### src/rtl/mips_pipe_pkg.sv
// Shared MEM->WB pipeline definitions: default field widths and the payload layout
// carried from the memory stage into write-back.
package mips_pipe_pkg;

   localparam int MEM_WB_DATA_W = 32;
   localparam int MEM_WB_DST_W  = 5;

   // Default-width payload; the register itself rebuilds this layout at its own widths.
   typedef struct packed {
      logic                     wb_en;
      logic                     mem_r_en;
      logic [MEM_WB_DATA_W-1:0] alu_result;
      logic [MEM_WB_DATA_W-1:0] mem_read_value;
      logic [MEM_WB_DST_W-1:0]  dst;
   } mem_wb_payload_t;

endpackage

### src/rtl/mem_wb_pipe_reg_sat_counter.sv
// Saturating up-counter with a synchronous clear that wins over increment.
module sat_counter #(
   parameter int W = 16
) (
   input  logic         clk,
   input  logic         rst,
   input  logic         inc,
   input  logic         clr,
   output logic [W-1:0] count
);

   // Count up on inc, stick at all-ones, clear on clr, async active-low reset.
   always_ff @(posedge clk or negedge rst) begin
      if (!rst) begin
         count <= '0;
      end else if (clr) begin
         count <= '0;
      end else if (inc && (count != {W{1'b1}})) begin
         count <= count + W'(1);
      end
   end

endmodule

### src/rtl/mem_wb_pipe_reg.sv
// MEM->WB pipeline register with valid/ready handshake, optional skid entry,
// synchronous flush and a saturating count of stalled cycles.
module mem_wb_pipe_reg
   import mips_pipe_pkg::*;
#(
   parameter int DATA_W      = MEM_WB_DATA_W,
   parameter int DST_W       = MEM_WB_DST_W,
   parameter int SKID        = 1,
   parameter int STALL_CNT_W = 16
) (
   input  logic                   clk,
   input  logic                   rst,
   input  logic                   flush,
   input  logic                   in_valid,
   output logic                   in_ready,
   input  logic                   in_wb_en,
   input  logic                   in_mem_r_en,
   input  logic [DATA_W-1:0]      in_alu_result,
   input  logic [DATA_W-1:0]      in_mem_read_value,
   input  logic [DST_W-1:0]       in_dst,
   output logic                   out_valid,
   input  logic                   out_ready,
   output logic                   out_wb_en,
   output logic                   out_mem_r_en,
   output logic [DATA_W-1:0]      out_alu_result,
   output logic [DATA_W-1:0]      out_mem_read_value,
   output logic [DST_W-1:0]       out_dst,
   input  logic                   stall_clr,
   output logic [STALL_CNT_W-1:0] stall_count
);

   typedef struct packed {
      logic              wb_en;
      logic              mem_r_en;
      logic [DATA_W-1:0] alu_result;
      logic [DATA_W-1:0] mem_read_value;
      logic [DST_W-1:0]  dst;
   } payload_t;

   payload_t in_pl_p0;
   payload_t m_pl_p1;
   payload_t s_pl_p1;
   logic     m_vld_p1;
   logic     s_vld_p1;
   logic     in_fire;
   logic     out_fire;
   logic     stall_inc;

   assign in_pl_p0 = {in_wb_en, in_mem_r_en, in_alu_result, in_mem_read_value, in_dst};

   // With a skid entry, in_ready depends only on a flop, cutting the ready path
   // back into the memory stage; without it, ready passes straight through.
   if (SKID != 0) begin : g_skid_ready
      assign in_ready = ~s_vld_p1;
   end else begin : g_pass_ready
      assign in_ready = out_ready | ~m_vld_p1;
   end

   assign in_fire  = in_valid & in_ready;
   assign out_fire = m_vld_p1 & out_ready;

   // ---- stage p1: main (M) and skid (S) entries; flush drops both, FIFO order kept ----
   always_ff @(posedge clk or negedge rst) begin
      if (!rst) begin
         m_vld_p1 <= 1'b0;
         s_vld_p1 <= 1'b0;
         m_pl_p1  <= '0;
         s_pl_p1  <= '0;
      end else if (flush) begin
         m_vld_p1 <= 1'b0;
         s_vld_p1 <= 1'b0;
      end else if (SKID != 0) begin
         if (!m_vld_p1 || out_fire) begin
            // M is free this edge: the older skid beat moves up first.
            if (s_vld_p1) begin
               m_pl_p1  <= s_pl_p1;
               m_vld_p1 <= 1'b1;
               if (in_fire) begin
                  s_pl_p1 <= in_pl_p0;
               end
               s_vld_p1 <= in_fire;
            end else begin
               if (in_fire) begin
                  m_pl_p1 <= in_pl_p0;
               end
               m_vld_p1 <= in_fire;
               s_vld_p1 <= 1'b0;
            end
         end else if (in_fire) begin
            // M is stalled: park the new beat in S.
            s_pl_p1  <= in_pl_p0;
            s_vld_p1 <= 1'b1;
         end
      end else begin
         if (in_fire) begin
            m_pl_p1  <= in_pl_p0;
            m_vld_p1 <= 1'b1;
         end else if (out_fire) begin
            m_vld_p1 <= 1'b0;
         end
         s_vld_p1 <= 1'b0;
      end
   end

   // Outputs come straight from M, so they are bit-stable while stalled; the
   // enables are masked so a flushed, stale payload can never write back.
   assign out_valid          = m_vld_p1;
   assign out_wb_en          = m_pl_p1.wb_en & m_vld_p1;
   assign out_mem_r_en       = m_pl_p1.mem_r_en & m_vld_p1;
   assign out_alu_result     = m_pl_p1.alu_result;
   assign out_mem_read_value = m_pl_p1.mem_read_value;
   assign out_dst            = m_pl_p1.dst;

   // A cycle counts as stalled whenever M holds a beat that downstream refuses,
   // including a flush cycle.
   assign stall_inc = m_vld_p1 & ~out_ready;

   sat_counter #(
      .W (STALL_CNT_W)
   ) u_stall_cnt (
      .clk   (clk),
      .rst   (rst),
      .inc   (stall_inc),
      .clr   (stall_clr),
      .count (stall_count)
   );

endmodule
### config.mk
export PLATFORM = sky130hd
export DESIGN_NAME = mem_wb_pipe_reg
export DESIGN_NICKNAME = d
export VERILOG_FILES = /design/src/rtl/mips_pipe_pkg.sv /design/src/rtl/mem_wb_pipe_reg_sat_counter.sv /design/src/rtl/mem_wb_pipe_reg.sv
export SDC_FILE = /design/constraint.sdc
export NUM_CORES = 1
export LEC_CHECK = 0
export CAP_MARGIN = 5
export CELL_PAD_IN_SITES_DETAIL_PLACEMENT = 1
export CELL_PAD_IN_SITES_GLOBAL_PLACEMENT = 2
export CORE_ASPECT_RATIO = 1.25
export CORE_MARGIN = 2
export CORE_UTILIZATION = 29
export CTS_CLUSTER_DIAMETER = 30
export DETAILED_ROUTE_END_ITERATION = 12
export PLACE_DENSITY = 0.85
export SYNTH_ARGS = -nofsm -noshare
export SYNTH_HDL_FRONTEND = slang
export SYNTH_SLANG_ARGS = --single-unit
export TNS_END_PERCENT = 30
### constraint.sdc
create_clock -name clk -period 1.8 [get_ports clk]
set_clock_uncertainty 0.1 [all_clocks]
set_input_delay 0.45 -clock clk [delete_from_list [all_inputs] [get_ports clk]]
set_output_delay 0.45 -clock clk [all_outputs]
set_load 0.005 [all_outputs]
==> metrics.csv <==
metric;value;unit
achievable-frequency;556;MHz
floorplan.die.height;182;µm
r2r.worst_path.cells;8;
netlist_area;7330;µm²
cp_cell_sequence;buf_6 -> and2b_2 -> nor3_4 -> buf_6 -> buf_12 -> buf_12 -> nor2_1 -> a21oi_1;
cts_tree;built;
clk_slew_on_worst_s_h_paths;60;ps
wl_per_cell;17.3;µm
grt_max_degree;72;
cp_max_fanout;6;
slew_headroom;60.5;%
r2r-start;out_valid;
port_buffers;165;
cap_violations;0;
unrepaired_setup_endpoints_after_global_routing;true;
clockBufferDepth;2;
die_width;146;µm
grt_first_pass_wirelength;29200;µm
post_synth_inst_count;625;
cp.arrival;2040;ps
cts-root-buf;clkbuf_16;
track_usage;14.0;%
cts-htree-levels;4;
clock-sinks;160;
mostFrequentLayoutCells;158 x dfrtp_1, 76 x dlygate4sd2_1, 74 x clkdlybuf4s50_1, 72 x mux2i_1, 52 x mux2_2;
irDropWorstVdd;0.644;mV
worst_path_largest_cell_delay;410;ps
yosys_warnings;0;
maxSlewViolCount;0;
cts_made_buffers;17;
cellLeakagePower;4.38;nW
finalSetupViolCount;1;
postSynthRegisterBits;160;
pwr_cell_area;948;nW/µm²
fin_nets;867;
post-route-drc-count;0;
antenna_violations_before_repair;1;
cp-startpoint;out_valid;
final_hold_viol_count;0;
synth.yosys.seq_area_share;54.6;%
critical-path-slowest-cell;dfrtp_1;
starting_density;29.3;%
netlist-cell-type-count;38;
totalWireLength;19600;µm
first_pass_iters;4;
timing.hold.worst.class;reg -> reg;
fin_crit_share;100;%
core;25000;µm²
flow.area_growth_from_synthesis;45.3;%
drt_iter0_markers;137;
clock_latency_of_the_later_clocked_register_in_the_worst_skew_pair;430;ps
route.detailed.vias_per_inst;4.57;
worstPathRequired;2040;ps
tightest_slew;593;ps
finalWeightedCongestion;0.768;
layout_setup_ws;-0.168;ps
final_layout_size_suffix_gt1_share;33.8;%
first_global_vias;5498;
n_fill_cell;2678;
totalPowerFinal;10.1;mW
critical_path_class;reg -> reg;
floorplan.die_area;26600;µm²
worstSetupEndpointType;register;
global_route.overflow_total;0;
num_rows;65;
vias;5198;
worstHoldStart;s_pl_p1[43];
synthesis.nets;703;
hpwlAfterDp;12300;µm
final_period_minus_worst_setup_slack;1800;ps
result_of_the_run;finished with violations;
mostFrequentLayoutCell;dfrtp_1;
synth_area_per_cell;11.7;µm²
hold_depth;1;
antenna_left;0;
fin_tns_setup;-0.168;ps
worst_setup_path_start_kind;register;
io-pin-count;166;
violations;negative setup slack;
[registers in the layout (all words and copies together) (netlist names)]
signal              cells
s_pl_p1                71
out_alu_result         32
out_mem_read_value     32
u_stall_cnt.count      16
out_dst                 5
m_pl_p1                 2
out_valid               1
s_vld_p1                1
[final timing paths]
check	slack (ps)	end
min in group asynchronous	460	s_pl_p1[70]
max in group asynchronous	590	out_mem_read_value[1]
hold reg to reg	390	s_pl_p1[43]
setup reg to reg	-0.2	out_alu_result[16]
hold / removal	390	s_pl_p1[43]
setup / recovery	-0.2	out_alu_result[16]
[where the power goes]
part	switching, mW	internal, mW	total (mW)
combinational	0.758	1.12	1.88
sequential	0.399	4.27	4.67
clock	1.58	1.96	3.54
total	2.74	7.35	10.1
[cells by family after synthesis]
logic type      Yosys count  synth area share (%)
mux                     143                  20.7
simple gates            125                  7.79
fa+ha+maj                 1                 0.171
flops                   160                  54.6
xor+xnor                 13                  1.55
compound gates           79                  5.70
buf+inv                 104                  9.39
[per-layer routing]
metal	vias to the layer above	GRT usage (%)	share of wire, %
met1	2652	16.6	42
met5	-	0	0
met3	22	3.82	4.2
met4	0	5.13	1.9
met2	116	24.5	52
li1	2408	-	-
[per-stage QoR]
stage               std cells  setup slack [ps]  cell area (µm²)  utilization [%]  hold slack, ps
floorplan                 625              4.50             7330                -            54.4
global placement         1073              -431             9280             37.0             344
detailed placement       1073              -461             9280             37.0             346
CTS                      1124             -80.4             9920             39.6             396
global route             1137             -98.1            10600             42.5             407
finish                   1138            -0.168            10600             42.5             393
[layout make-up]
class	count	area [µm²]	area share (%)
Antenna cell	1	2.50	0.0235
Clock buffer	18	439	4.13
Clock inverter	14	133	1.25
Inverter	2	7.51	0.0705
Multi-Input combinational cell	361	3030	28.4
Sequential cell	160	4010	37.7
Tap cell	335	419	3.94
Timing Repair Buffer	247	2610	24.5
[cells in the mapped netlist, drive strengths merged]
cell	number	share of area [%]
dfrtp	160	55
or3	3	0.26
and2b	1	0.10
and4	1	0.14
nor3	5	0.41
a21oi	74	5.1
or2	2	0.17
mux2	71	11
and3	1	0.085
nand2	4	0.20
xor2	11	1.3
nand3	5	0.41
buf	95	8.9
xnor2	2	0.24
nor2	88	4.5
nor4b	1	0.12
nand4	8	0.77
inv	2	0.10
o21ai	4	0.48
o211ai	1	0.17
nor4	2	0.26
ha	1	0.17
and2	3	0.27
nand2b	1	0.085
mux2i	72	9.8
clkbuf	7	0.36
[worst max-delay path: cells and delay by family, from the launching register on]
kind / cells / cell delay, ps
flip-flops: 1 / 410
AO/OA/AOI/OAI: 1 / 140
AND/OR/NAND/NOR: 3 / 490
buffers and inverters: 4 / 560
[timing repair]
item                                   4_1_cts  5_1_grt
hold buffers                                 1        0
pin swaps                                    1       12
gates resized for setup                    116      125
setup endpoints to repair                   89      165
cloned                                       0       11
setup buffers                               18        5
endpoints found under the hold margin       36        0
No activity file was read; power rests on OpenSTA's default activity.
